==> config.mk <==
export PLATFORM = sky130hd
export DESIGN_NAME = ws2812_receiver
export DESIGN_NICKNAME = d
export VERILOG_FILES = /design/src/rtl/ws2812_receiver.sv
export SDC_FILE = /design/constraint.sdc
export NUM_CORES = 1
export LEC_CHECK = 0
export CAP_MARGIN = 20
export CORE_ASPECT_RATIO = 1.1
export CORE_UTILIZATION = 45
export CTS_BUF_LIST = sky130_fd_sc_hd__clkbuf_16
export CTS_CLUSTER_DIAMETER = 50
export DETAILED_ROUTE_END_ITERATION = 10
export PLACE_DENSITY = 0.73
export SYNTH_ARGS = -nofsm -noshare
export SYNTH_HDL_FRONTEND = slang
export SYNTH_SLANG_ARGS = --single-unit
==> constraint.sdc <==
create_clock -name clk -period 5 [get_ports clk]
set_clock_uncertainty 0.05 [all_clocks]
set_input_delay 1 -clock clk [delete_from_list [all_inputs] [get_ports clk]]
set_output_delay 1 -clock clk [all_outputs]
set_load 0.03 [all_outputs]
==> src/rtl/ws2812_receiver.sv <==
// WS2812 one-wire receiver: pulse-width decode of din into 24-bit GRB pixels with frame tracking.
// Latency: pixel_valid is high in the cycle after the 3rd clk edge that samples the last bit's falling din.
// No backpressure: strobes are single-cycle and pixel_data holds until the next pixel completes.
module ws2812_receiver #(
  parameter int BIT_THRESHOLD = 30,
  parameter int MAX_HIGH      = 100,
  parameter int RESET_CYCLES  = 2500
) (
  input  logic        clk,
  input  logic        rst,
  input  logic        din,
  output logic [23:0] pixel_data,
  output logic        pixel_valid,
  output logic [15:0] pixel_index,
  output logic        frame_done,
  output logic [15:0] frame_pixels,
  output logic        bit_error,
  output logic        busy
);

  typedef enum logic [1:0] {IDLE, HIGH, LOW, ERR} state_t;

  // Counters hold "cycles since the edge minus one", so thresholds are offset by one.
  localparam logic [15:0] HI_ONE = 16'(BIT_THRESHOLD - 1);
  localparam logic [15:0] HI_ERR = 16'(MAX_HIGH - 1);
  localparam logic [15:0] LO_END = 16'(RESET_CYCLES - 1);

  state_t      state, state_next;
  logic        din_s1, din_s2, din_s3;
  logic        rise, fall;
  logic [15:0] hcnt, lcnt, pcnt;
  logic [23:0] shreg;
  logic [4:0]  bitcnt;
  logic        do_bit, do_err, do_end, bit_val;

  assign rise    = din_s2 & ~din_s3;
  assign fall    = ~din_s2 & din_s3;
  assign bit_val = (hcnt >= HI_ONE);

  // Two-flop synchronizer plus one history flop for edge detection.
  always_ff @(posedge clk or posedge rst) begin
    if (rst) begin
      din_s1 <= 1'b0;
      din_s2 <= 1'b0;
      din_s3 <= 1'b0;
    end else begin
      din_s1 <= din;
      din_s2 <= din_s1;
      din_s3 <= din_s2;
    end
  end

  // Line state register.
  always_ff @(posedge clk or posedge rst) begin
    if (rst) state <= IDLE;
    else     state <= state_next;
  end

  // Next-state decode and the one-cycle decode events driving the datapath.
  always_comb begin
    state_next = state;
    do_bit     = 1'b0;
    do_err     = 1'b0;
    do_end     = 1'b0;
    case (state)
      IDLE: if (rise) state_next = HIGH;
      HIGH: begin
        if (fall) begin
          state_next = LOW;
          do_bit     = 1'b1;
        end else if (hcnt >= HI_ERR) begin
          state_next = ERR;
          do_err     = 1'b1;
        end
      end
      LOW: begin
        if (rise) begin
          state_next = HIGH;
        end else if (lcnt >= LO_END) begin
          state_next = IDLE;
          do_end     = 1'b1;
        end
      end
      ERR: if (fall) state_next = LOW;
      default: state_next = IDLE;
    endcase
  end

  // Pulse counters, bit assembly, pixel/frame bookkeeping and registered strobes.
  always_ff @(posedge clk or posedge rst) begin
    if (rst) begin
      hcnt         <= '0;
      lcnt         <= '0;
      pcnt         <= '0;
      shreg        <= '0;
      bitcnt       <= '0;
      pixel_data   <= '0;
      pixel_valid  <= 1'b0;
      pixel_index  <= '0;
      frame_done   <= 1'b0;
      frame_pixels <= '0;
      bit_error    <= 1'b0;
      busy         <= 1'b0;
    end else begin
      pixel_valid <= 1'b0;
      frame_done  <= 1'b0;
      bit_error   <= 1'b0;

      if (rise)                               hcnt <= '0;
      else if (state == HIGH && hcnt != 16'hFFFF) hcnt <= hcnt + 16'd1;

      if (fall)                                                  lcnt <= '0;
      else if ((state == LOW || state == ERR) && lcnt != 16'hFFFF) lcnt <= lcnt + 16'd1;

      if (state == IDLE && rise) busy <= 1'b1;

      if (do_bit) begin
        if (bitcnt == 5'd23) begin
          pixel_data  <= {shreg[22:0], bit_val};
          pixel_valid <= 1'b1;
          pixel_index <= pcnt;
          if (pcnt != 16'hFFFF) pcnt <= pcnt + 16'd1;
          shreg       <= '0;
          bitcnt      <= '0;
        end else begin
          shreg  <= {shreg[22:0], bit_val};
          bitcnt <= bitcnt + 5'd1;
        end
      end

      // Over-long high pulse: drop the partial pixel but keep the frame going.
      if (do_err) begin
        shreg     <= '0;
        bitcnt    <= '0;
        bit_error <= 1'b1;
      end

      // End of frame; a leftover partial pixel is reported and discarded.
      if (do_end) begin
        frame_done   <= busy;
        frame_pixels <= pcnt;
        bit_error    <= (bitcnt != 5'd0);
        pcnt         <= '0;
        shreg        <= '0;
        bitcnt       <= '0;
        busy         <= 1'b0;
      end
    end
  end

endmodule

After elaboration in Yosys (flattened, before gate mapping). Cells that the tools add are included.

Bits in registers: 141. Input port bits: 3. Output and inout port bits: 60. Word-level logic and storage cells: 92.

Add/sub/neg operators: 4. Order comparisons: 3. Eq/ne operators: 11. Muxes and demuxes: 38. Bitwise logic cells: 4. Reduce and logical (&&, ||, !) cells: 16.

Operators by type and width (number): $mux W16 (8); $mux W23 (4); $add A16 B1 Y16 const B (3); $ne A16 B16 Y1 const B (3); $mux W5 (4); $ge A16 B12 Y1 const B (1); $ge A16 B5 Y1 const B (1); $ge A16 B7 Y1 const B (1); $mux W1 (15); $mux W2 (6); $reduce_bool A2 Y1 (6); $pmux W2 S4 (1); $ne A3 B3 Y1 const B (2); $add A5 B1 Y5 const B (1); $eq A5 B5 Y1 const B (1); $reduce_bool A5 Y1 (1); $eq A2 B2 Y1 const B (2); $ne A2 B2 Y1 const B (2); $reduce_and A4 Y1 (1); $logic_and A1 B1 Y1 (3); $reduce_and A3 Y1 (1); $reduce_bool A3 Y1 (1); $and A1 B1 Y1 (2); $eq A2 B1 Y1 const B (1); other kinds (4) (5).

Longest topological paths before layout. Gate-level depths: netlist of the first run.

Word-level depth: 7. Mapped depth: 8. Depth with buffers taken out: 7.

Least setup slack after synthesis of the first run. No wires, ideal clock.

Path kind: reg2reg. From: reg hcnt[0]. To: reg hcnt[13]. Setup time: 0.078 ns. Data arrival time: 1.963 ns. Required time: 4.872 ns. Slack: 2.909 ns. Cell stages (with the launch flop): 7. Path buffers: 0. Clock period less this slack: 2.091 ns. Cells stage by stage: dfrtp_1 ha_1 nand4_1 nor4_1 or4b_4 or3_1 a21oi_1.

Cells in the longest elaborated chain, start to end: 3. Elaborated cells on any way between the ends: 6. Classes of those cells: 1 x add/sub; 1 x eq/ne; 2 x mux; 2 x reduce/logical.

Ends and longest elaborated chain: start: declaration (RTL line 31) `logic [15:0] hcnt, lcnt, pcnt;`; start signal: assignment (RTL line 110) `else if (state == HIGH && hcnt != 16'hFFFF) hcnt <= hcnt + 16'd1;`; $add A16 B1 Y16 / $ne A16 B16 Y1 (equally long branches) (RTL line 110); $mux W16 / $logic_and A1 B1 Y1 (equally long branches) (RTL line 110); $mux W16 / $reduce_bool A2 Y1 (equally long branches).

Several ways; a longest one is shown, not always the timed one. The select of a mux whose other input is x is not followed. A chain may end at the register's enable or synchronous reset.

Final worst setup path of the first run.
From: reg state[1]. To: reg pcnt[13].

Cells in the longest elaborated chain, start to end: 4. Elaborated cells on any way between the ends: 9. Classes of those cells: 2 x eq/ne; 3 x mux; 4 x reduce/logical.

Ends and longest elaborated chain: start: declaration (RTL line 28) `state_t state, state_next;`; start signal: assignment (RTL line 56) `else state <= state_next;`; $eq A2 B2 Y1 / $eq A2 B1 Y1 (equally long branches) (RTL line 65) `case (state)`; $mux W1 (RTL line 65); $reduce_bool A2 Y1 (no source line); $reduce_and A3 Y1 (no source line); end signal: assignment (RTL line 122) `if (pcnt != 16'hFFFF) pcnt <= pcnt + 16'd1;`; end: declaration (RTL line 31).

Several ways; a longest one is shown, not always the timed one.

==> results of run 1 <==
[metal layers]
| layer | GRT usage, % | wire, um |
|---|---|---|
| met5 | 0 | 0 |
| met4 | 8.17 | 205 |
| met3 | 5.48 | 616 |
| met2 | 31.7 | 6400 |
| met1 | 26.3 | 6010 |
[worst max-delay path, stage by stage (launching register included)]
cell and delay (ns):
sky130_fd_sc_hd__dfrtp_1 0.50, sky130_fd_sc_hd__and4bb_1 0.51, sky130_fd_sc_hd__nand2_2 0.56, sky130_fd_sc_hd__or4_4 0.76, sky130_fd_sc_hd__or3_1 0.33, sky130_fd_sc_hd__a21oi_1 0.16
[layout make-up]
class | instances | area [um^2] | share of cell area (%)
clock buffers | 17 | 425 | 5.57
clock inverters | 13 | 153 | 2.00
inverters | 10 | 42.5 | 0.557
multi-input cells | 475 | 2550 | 33.4
flip-flops and latches | 141 | 3530 | 46.2
well taps | 184 | 230 | 3.01
repair buffers | 70 | 704 | 9.22
[logic make-up after synthesis]
| kind of cell | Yosys count |
|---|---|
| and+or+nand+nor | 359 |
| DFF | 141 |
| AOI/OAI and AO/OA | 72 |
| buffers and inverters | 42 |
| xor gates and xnor gates | 33 |
| adders and majority gates | 7 |
| muxes | 4 |
[where the power goes]
part	internal, W	total [W]	leakage, nW	switching, W
registers	0.00118	0.00123	1.95	0.0000502
clock network	0.000772	0.00124	0.278	0.000473
logic	0.0000702	0.000175	1.39	0.000104
[stage by stage]
stage	worst slack [ns]	area, um^2	utilization [%]
CTS	1.95	7600	56.8
floorplan	0.169	6250	-
global route	1.88	7640	57.1
global placement	2.08	7010	52.4
finish	2.05	7640	57.1
detailed placement	1.97	7020	52.5
[synthesized netlist by cell type (all sizes together) (2+ instances only)]
library cell / count / area share [%]
mux2i: 4 / 0.64
or4: 2 / 0.30
nand3: 21 / 1.7
nor2b: 5 / 0.62
xnor2: 28 / 3.9
and3: 5 / 0.50
xor2: 5 / 0.70
or3: 9 / 0.90
nor4: 15 / 1.5
and4: 6 / 0.84
nor2: 51 / 3.1
a21oi: 20 / 1.7
nor3b: 2 / 0.24
nor4b: 2 / 0.28
nand2b: 5 / 0.50
o21ai: 16 / 1.3
o21a: 2 / 0.24
ha: 7 / 1.4
nand2: 195 / 12
clkbuf: 24 / 1.5
dfrtp: 141 / 56
a21boi: 2 / 0.24
and2: 2 / 0.20
nand4: 16 / 1.7
a22o: 23 / 3.2
nor3: 18 / 1.4
inv: 10 / 0.60
buf: 8 / 0.66
[registers in the layout, summed over array words and instances (netlist names), 2 cells and up]
signal	cells
shreg	23
state	2
frame_pixels	16
pixel_index	16
bitcnt	5
pcnt	16
lcnt	16
hcnt	16
pixel_data	24
[layout by cell type (no fill, tap or decap), types with 7 or more instances in the layout]
cell                              instances
sky130_fd_sc_hd__clkbuf_16               17
sky130_fd_sc_hd__nor2_1                  51
sky130_fd_sc_hd__a22o_1                  23
sky130_fd_sc_hd__dfrtp_1                141
sky130_fd_sc_hd__clkdlybuf4s50_1         62
sky130_fd_sc_hd__nor4_1                  15
sky130_fd_sc_hd__a21oi_1                 18
sky130_fd_sc_hd__ha_1                     7
sky130_fd_sc_hd__nand2_1                194
sky130_fd_sc_hd__or3_1                    9
sky130_fd_sc_hd__nand3_1                 21
sky130_fd_sc_hd__nor3_1                  18
sky130_fd_sc_hd__o21ai_0                 15
sky130_fd_sc_hd__xnor2_1                 28
sky130_fd_sc_hd__nand4_1                 15
sky130_fd_sc_hd__inv_1                   10
[final timing paths]
kind                            cells past startpoint            startpoint                          end  slack [ns]
worst min register to register                      0      din_s1$_DFF_PP0_             din_s2$_DFF_PP0_        0.30
min in group asynchronous                           2                   rst          hcnt[4]$_DFFE_PP0P_        1.07
max in group asynchronous                           3                   rst  frame_pixels[0]$_DFFE_PP0N_        2.91
worst min-delay path                                0      din_s1$_DFF_PP0_             din_s2$_DFF_PP0_        0.30
worst max-delay path                                5  state[1]$_DFFE_PP0P_         pcnt[13]$_DFFE_PP0P_        2.05
worst max register to register                      5  state[1]$_DFFE_PP0P_         pcnt[13]$_DFFE_PP0P_        2.05
==> impl_results.md, run 1 <==
* Outcome: completed
* Routability congestion estimate at around 0.87
* Area fraction in and, or, nand and nor cells after synthesis at a little over a quarter
* Number of antenna repair diodes at 0
* Via total after detailed routing at roughly 4800
* Max Buffers Root-to-Sink at 2
* Mapped cell area at approximately 6200 um^2
* Number of antenna violations at the first check in global routing at 0
* Total core area at approximately 13000 um^2
* TritonCTS clock tree: built
* Fraction of the mapped netlist area in adder cells at ~1.4%
* Final routed DRC violation total at 0
* Number of warnings issued by yosys at 0
* Final critical-path required period at a little under 3 ns
* DP HPWL at 8.75 mm
* Critical Setup Path Class: flip-flop to flip-flop
* DRT Wirelength at ~13 mm
* Number of enable-type register cells in the synthesized netlist at 0
* Final slew viol count at 0
* Critical path capture point type: flip-flop
* Synthesized netlist net count at about 670
* Number of nets in the layout at roughly 730
* Fmax achieved at around 340 MHz
* Number of routed nets with antenna violations at 0
* Per-instance average area after synthesis at 9.49 um^2
* Number of global-route vias before repair at approximately 4800
* Clk sink count at 141
* Cell at the root of the clock tree: sky130_fd_sc_hd__clkbuf_16
* Die X at 114 um
* Measured slew at the worst slew-check pin at 1.00 ns
* Via-per-instance ratio at ~5.3
* Number of filler instances in the final layout at between 1000 and 1500
* Asr flop ratio synth at 100%
* Max cap viols at 0
* Worst hold-check path type: flip-flop to flip-flop
* Worst voltage drop across the vdd grid at 0.217 mV
* Sequential area share after synthesis at between 50% and 60%
* Total GRT Usage at 20.1%
* Number of placed instances, taps included at around 880
* Total Die Area at 14400 um^2
* Kind of start point of the critical path: flip-flop
* First-pass detailed-route iteration total at 5
* Final Cycle Share at roughly 59%
* CTS Hold Buffers Added at 0
* Minimum hold slack at ~0.30 ns
* Synth cell types at 51
* Count of final setup violators at 0
* Cell area power density at 347 nW/um^2
* Cells after synthesis at approximately 660
* Number of DRC markers after the initial detailed-route iteration at approximately 320
* Mux share of post-synthesis cell area at less than 1%
* Post-detailed-route wirelength per cell at around 15 um
* Clock-pin slew on the worst setup and hold paths at about 0.06 ns
* Synthesis-stage register bit count at 141
* Placement row count at 44
* Hold violation total from the final report at 0
* Standby leakage power at between 3 and 4 nW
* Signal arrival time at the worst endpoint at around 3.2 ns
* Share of the synthesized area in compound gates (AO/OA/AOI/OAI) at around 8%
* Global-route wire length before repair at 22.7 mm
* Combinational family with the most area after synthesis: simple AND/OR/NAND/NOR gates
* Worst-Skew Late Latency at about 0.42 ns
* Setup TNS at 0 ns
* Number of post-CTS setup repair buffers at 0
* Number of gates given a new drive strength after cts at 0
* Die H at about 130 um
* Clock buffer count from CTS at 17
* I/O pin total at 63
* Largest fanout on the critical path at 50
* Area growth from synthesis to final layout at 22.2%
* Post-Layout Cell Count at 910
* RSZ-0062 raised after global routing: false
* Overall power after layout at between 0.002 and 0.003 W
* Number of port buffers at 62
* Effective utilization at floorplan at ~47%
* Number of H-tree levels at 4
* Leading register cell type out of synthesis: sky130_fd_sc_hd__dfrtp_1
* Max_slew headroom at between 30% and 40%
* Global route total overflow at 0
* Fraction of final layout cells with drive strength greater than 1 at 6.34%
* Post-synthesis share of cell area spent on xor and xnor gates at 4.63%
* Pin count of the biggest net entering global routing at 90
* Endpoint required time on the critical path at approximately 5.3 ns
Note: power is estimated with default switching activity, not from simulation.
==> run 2: changes to the inputs <==
==> constraint.sdc (replaced) <==
create_clock -name clk -period 2.5 [get_ports clk]
set_clock_uncertainty 0.05 [all_clocks]
set_input_delay 0.5 -clock clk [delete_from_list [all_inputs] [get_ports clk]]
set_output_delay 0.5 -clock clk [all_outputs]
set_load 0.03 [all_outputs]
==> run 2 against run 1 <==
  * Global-route usage shrank 0.12 points
  * Combinational power grew 100%
  * Power grew 94%
  * First-iteration DRC count shrank 20%
  * Count of clock-buffer cells in the layout is the same
  * Utilization grew 0.10 points
  * Final cell count grew 0.77%
  * Clock power grew 88%
  * Critical endpoint is now hcnt[11]$_DFFE_PP0P_
  * Largest cell class unchanged
  * Highest routed layer unchanged
==> impl_results.md, run 2 (synthesis results as in run 1) <==
* Via-per-instance ratio at between 5 and 6
* Setup slack of the most critical reg-to-reg path at 0.22 ns
* Clk sink count at ~140
* FF-to-FF End: hcnt[11]$_DFFE_PP0P_
* Switching share of total power at around 25%
* Delay-heaviest family, CP: simple AND/OR/NAND/NOR gates
* Endpoint required time on the critical path at approximately 2.8 ns
* Clock Power Share at 45.3%
* Top register by number of flip-flops: pixel_data
* Die H at about 130 um
* Worst-Skew Late Latency at 0.43 ns
* Global-route wire length before repair at roughly 23 mm
* Global route total overflow at 0
* Area growth from synthesis to final layout at 22.5%
* Post-detailed-route wirelength per cell at 14.3 um
* Count of final setup violators at 0
* Number of post-CTS setup repair buffers at 0
* Met3 WL at 463 um
* Total internal power at a little under 0.004 W
* Number of nets in the layout at around 730
* Total GRT Usage at 20.0%
* Pre-CTS worst setup slack at approximately 0.25 ns
* Standby leakage power at approximately 3.6 nW
* Kind of start point of the critical path: flip-flop
* Number of routed nets with antenna violations at 0
* Cell at the root of the clock tree: sky130_fd_sc_hd__clkbuf_16
* Max_slew headroom at between 40% and 50%
* Clock-pin slew on the worst setup and hold paths at 0.06 ns
* Critical path capture point type: flip-flop
* Final critical-path required period at 2.28 ns
* Final routed DRC violation total at 0
* Signal arrival time at the worst endpoint at 2.54 ns
* Number of global-route vias before repair at a little under 5000
* Final WS setup at roughly 0.22 ns
* CTS Hold Buffers Added at 0
* Hold violation total from the final report at 0
* Number of gates given a new drive strength after cts at 0
* Cell area power density at about 670 nW/um^2
* Net switching component of the power at roughly 0.0013 W
* DP HPWL at just under 9 mm
* Top Metal Used: met4
* Met2 routed wirelength at 6.34 mm
* Registers with the most flip-flops: pixel_data (24), shreg (23)
* Number of filler instances in the final layout at approximately 1200
* Routability congestion estimate at 0.828
* Die X at 114 um
* Worst voltage drop across the vdd grid at ~0.47 mV
* Measured slew at the worst slew-check pin at 0.808 ns
* Critical-path cell list: ha_1 -> nand4_1 -> nor4_1 -> or4b_4 -> xor2_1 -> nor2_1
* Reg2reg path depth at 6
* Fraction of final layout cells with drive strength greater than 1 at between 7 and 8%
* Wire length the detailed router placed on met1 at 6.04 mm
* Number of DRC markers after the initial detailed-route iteration at roughly 260
* Total core area at about 13000 um^2
* Number of port buffers at between 60 and 70
* Leading cell type in the layout, fill and taps excluded: sky130_fd_sc_hd__nand2_1
* Highest-delay cell along the critical path: sky130_fd_sc_hd__nor4_1
* Pin count of the biggest net entering global routing at 74
* Effective utilization at floorplan at 46.7%
* Via total after detailed routing at 4863
* Worst hold-check path type: input pin to async pin
* Max cap viols at 0
* Final Cycle Share at about nine tenths
* RSZ-0062 raised after global routing: false
* Number of antenna violations at the first check in global routing at 0
* Gate power share at 6.8%
* Placement row count at 44
* Number of H-tree levels at 4
* DRT Wirelength at around 13 mm
* Outcome: completed
* Number of buffers and inverters on the critical path at 0
* Clock buffer count from CTS at 17
* Max Buffers Root-to-Sink at 2
* Largest fanout on the critical path at 6
* Total Die Area at around 14000 um^2
* I/O pin total at 63
* TritonCTS clock tree: built
* Startpoint of the most critical register-to-register path: hcnt[0]$_DFFE_PP0P_
* Critical Setup Path Class: flip-flop to flip-flop
* Flip-flop count of the largest register after layout at 24
* Overall power after layout at just over 0.005 W
* First-pass detailed-route iteration total at 4
* Number of antenna repair diodes at 0
* Final slew viol count at 0
* Sequential group share of total power at 47.9%
* Most frequent cells in the layout: sky130_fd_sc_hd__nand2_1, sky130_fd_sc_hd__dfrtp_1, sky130_fd_sc_hd__clkdlybuf4s50_1
* Setup TNS at 0 ns
* Fmax achieved at between 400 and 500 MHz
* Number of cells on the critical path at 6
* Delay contributed by the slowest stage of the critical path at around 0.65 ns
## run 2: cell types whose count changed in the layout (fill, tap and decap cells not counted), sizes merged
cell	previous run	this run
buf	8	14
inv	11	13
bufinv	3	1
clkinvlp	4	5
## run 2: area by class of cell
cell class | instances | area (um^2) | share of cell area (%)
well taps | 184 | 230 | 3.01
flip-flops and latches | 141 | 3530 | 46.1
repair buffers | 76 | 751 | 9.81
multi-input cells | 475 | 2550 | 33.4
clock buffers | 17 | 425 | 5.56
clock inverters | 14 | 121 | 1.59
inverters | 10 | 41.3 | 0.540
## run 2: worst reg2reg max path, cell delays in order, from the launching register on
cell and delay, ns:
sky130_fd_sc_hd__dfrtp_1 0.46, sky130_fd_sc_hd__ha_1 0.29, sky130_fd_sc_hd__nand4_1 0.17, sky130_fd_sc_hd__nor4_1 0.65
sky130_fd_sc_hd__or4b_4 0.30, sky130_fd_sc_hd__xor2_1 0.18, sky130_fd_sc_hd__nor2_1 0.07
## run 2: through the flow
step,util (%),cells,cell area [um^2],hold slack [ns]
detailed placement,53.1,886,7100,0.289
global placement,53.1,886,7100,0.281
finish,57.2,917,7650,0.278
global route,57.2,917,7650,0.284
floorplan,-,658,6250,0.281
CTS,57.2,917,7650,0.272
## run 2: worst max path at each step
stage	to	from
after floorplan	bit_error$_DFF_PP0_	rst
after global placement	pcnt[13]$_DFFE_PP0P_	state[1]$_DFFE_PP0P_
after detailed placement	hcnt[11]$_DFFE_PP0P_	hcnt[0]$_DFFE_PP0P_
after CTS	hcnt[11]$_DFFE_PP0P_	hcnt[0]$_DFFE_PP0P_
after global routing	hcnt[11]$_DFFE_PP0P_	hcnt[0]$_DFFE_PP0P_
final	hcnt[11]$_DFFE_PP0P_	hcnt[0]$_DFFE_PP0P_
## run 2: per-layer routing
layer,track usage [%],up-vias
met4,9.24,0
met3,4.31,29
met5,0,-
met1,26.0,2369
li1,-,2351
met2,32.0,114
## run 2: power groups by stage
| stage | Clock, W | Combinational (W) | Sequential (W) |
|---|---|---|---|
| finish | 0.00233 | 0.000350 | 0.00246 |
| global route | 0.00247 | 0.000405 | 0.00247 |
| CTS | 0.00237 | 0.000356 | 0.00246 |
| detailed placement | 0 | 0.000356 | 0.00249 |
| global placement | 0 | 0.000338 | 0.00249 |
| floorplan | 0 | 0.000258 | 0.00248 |
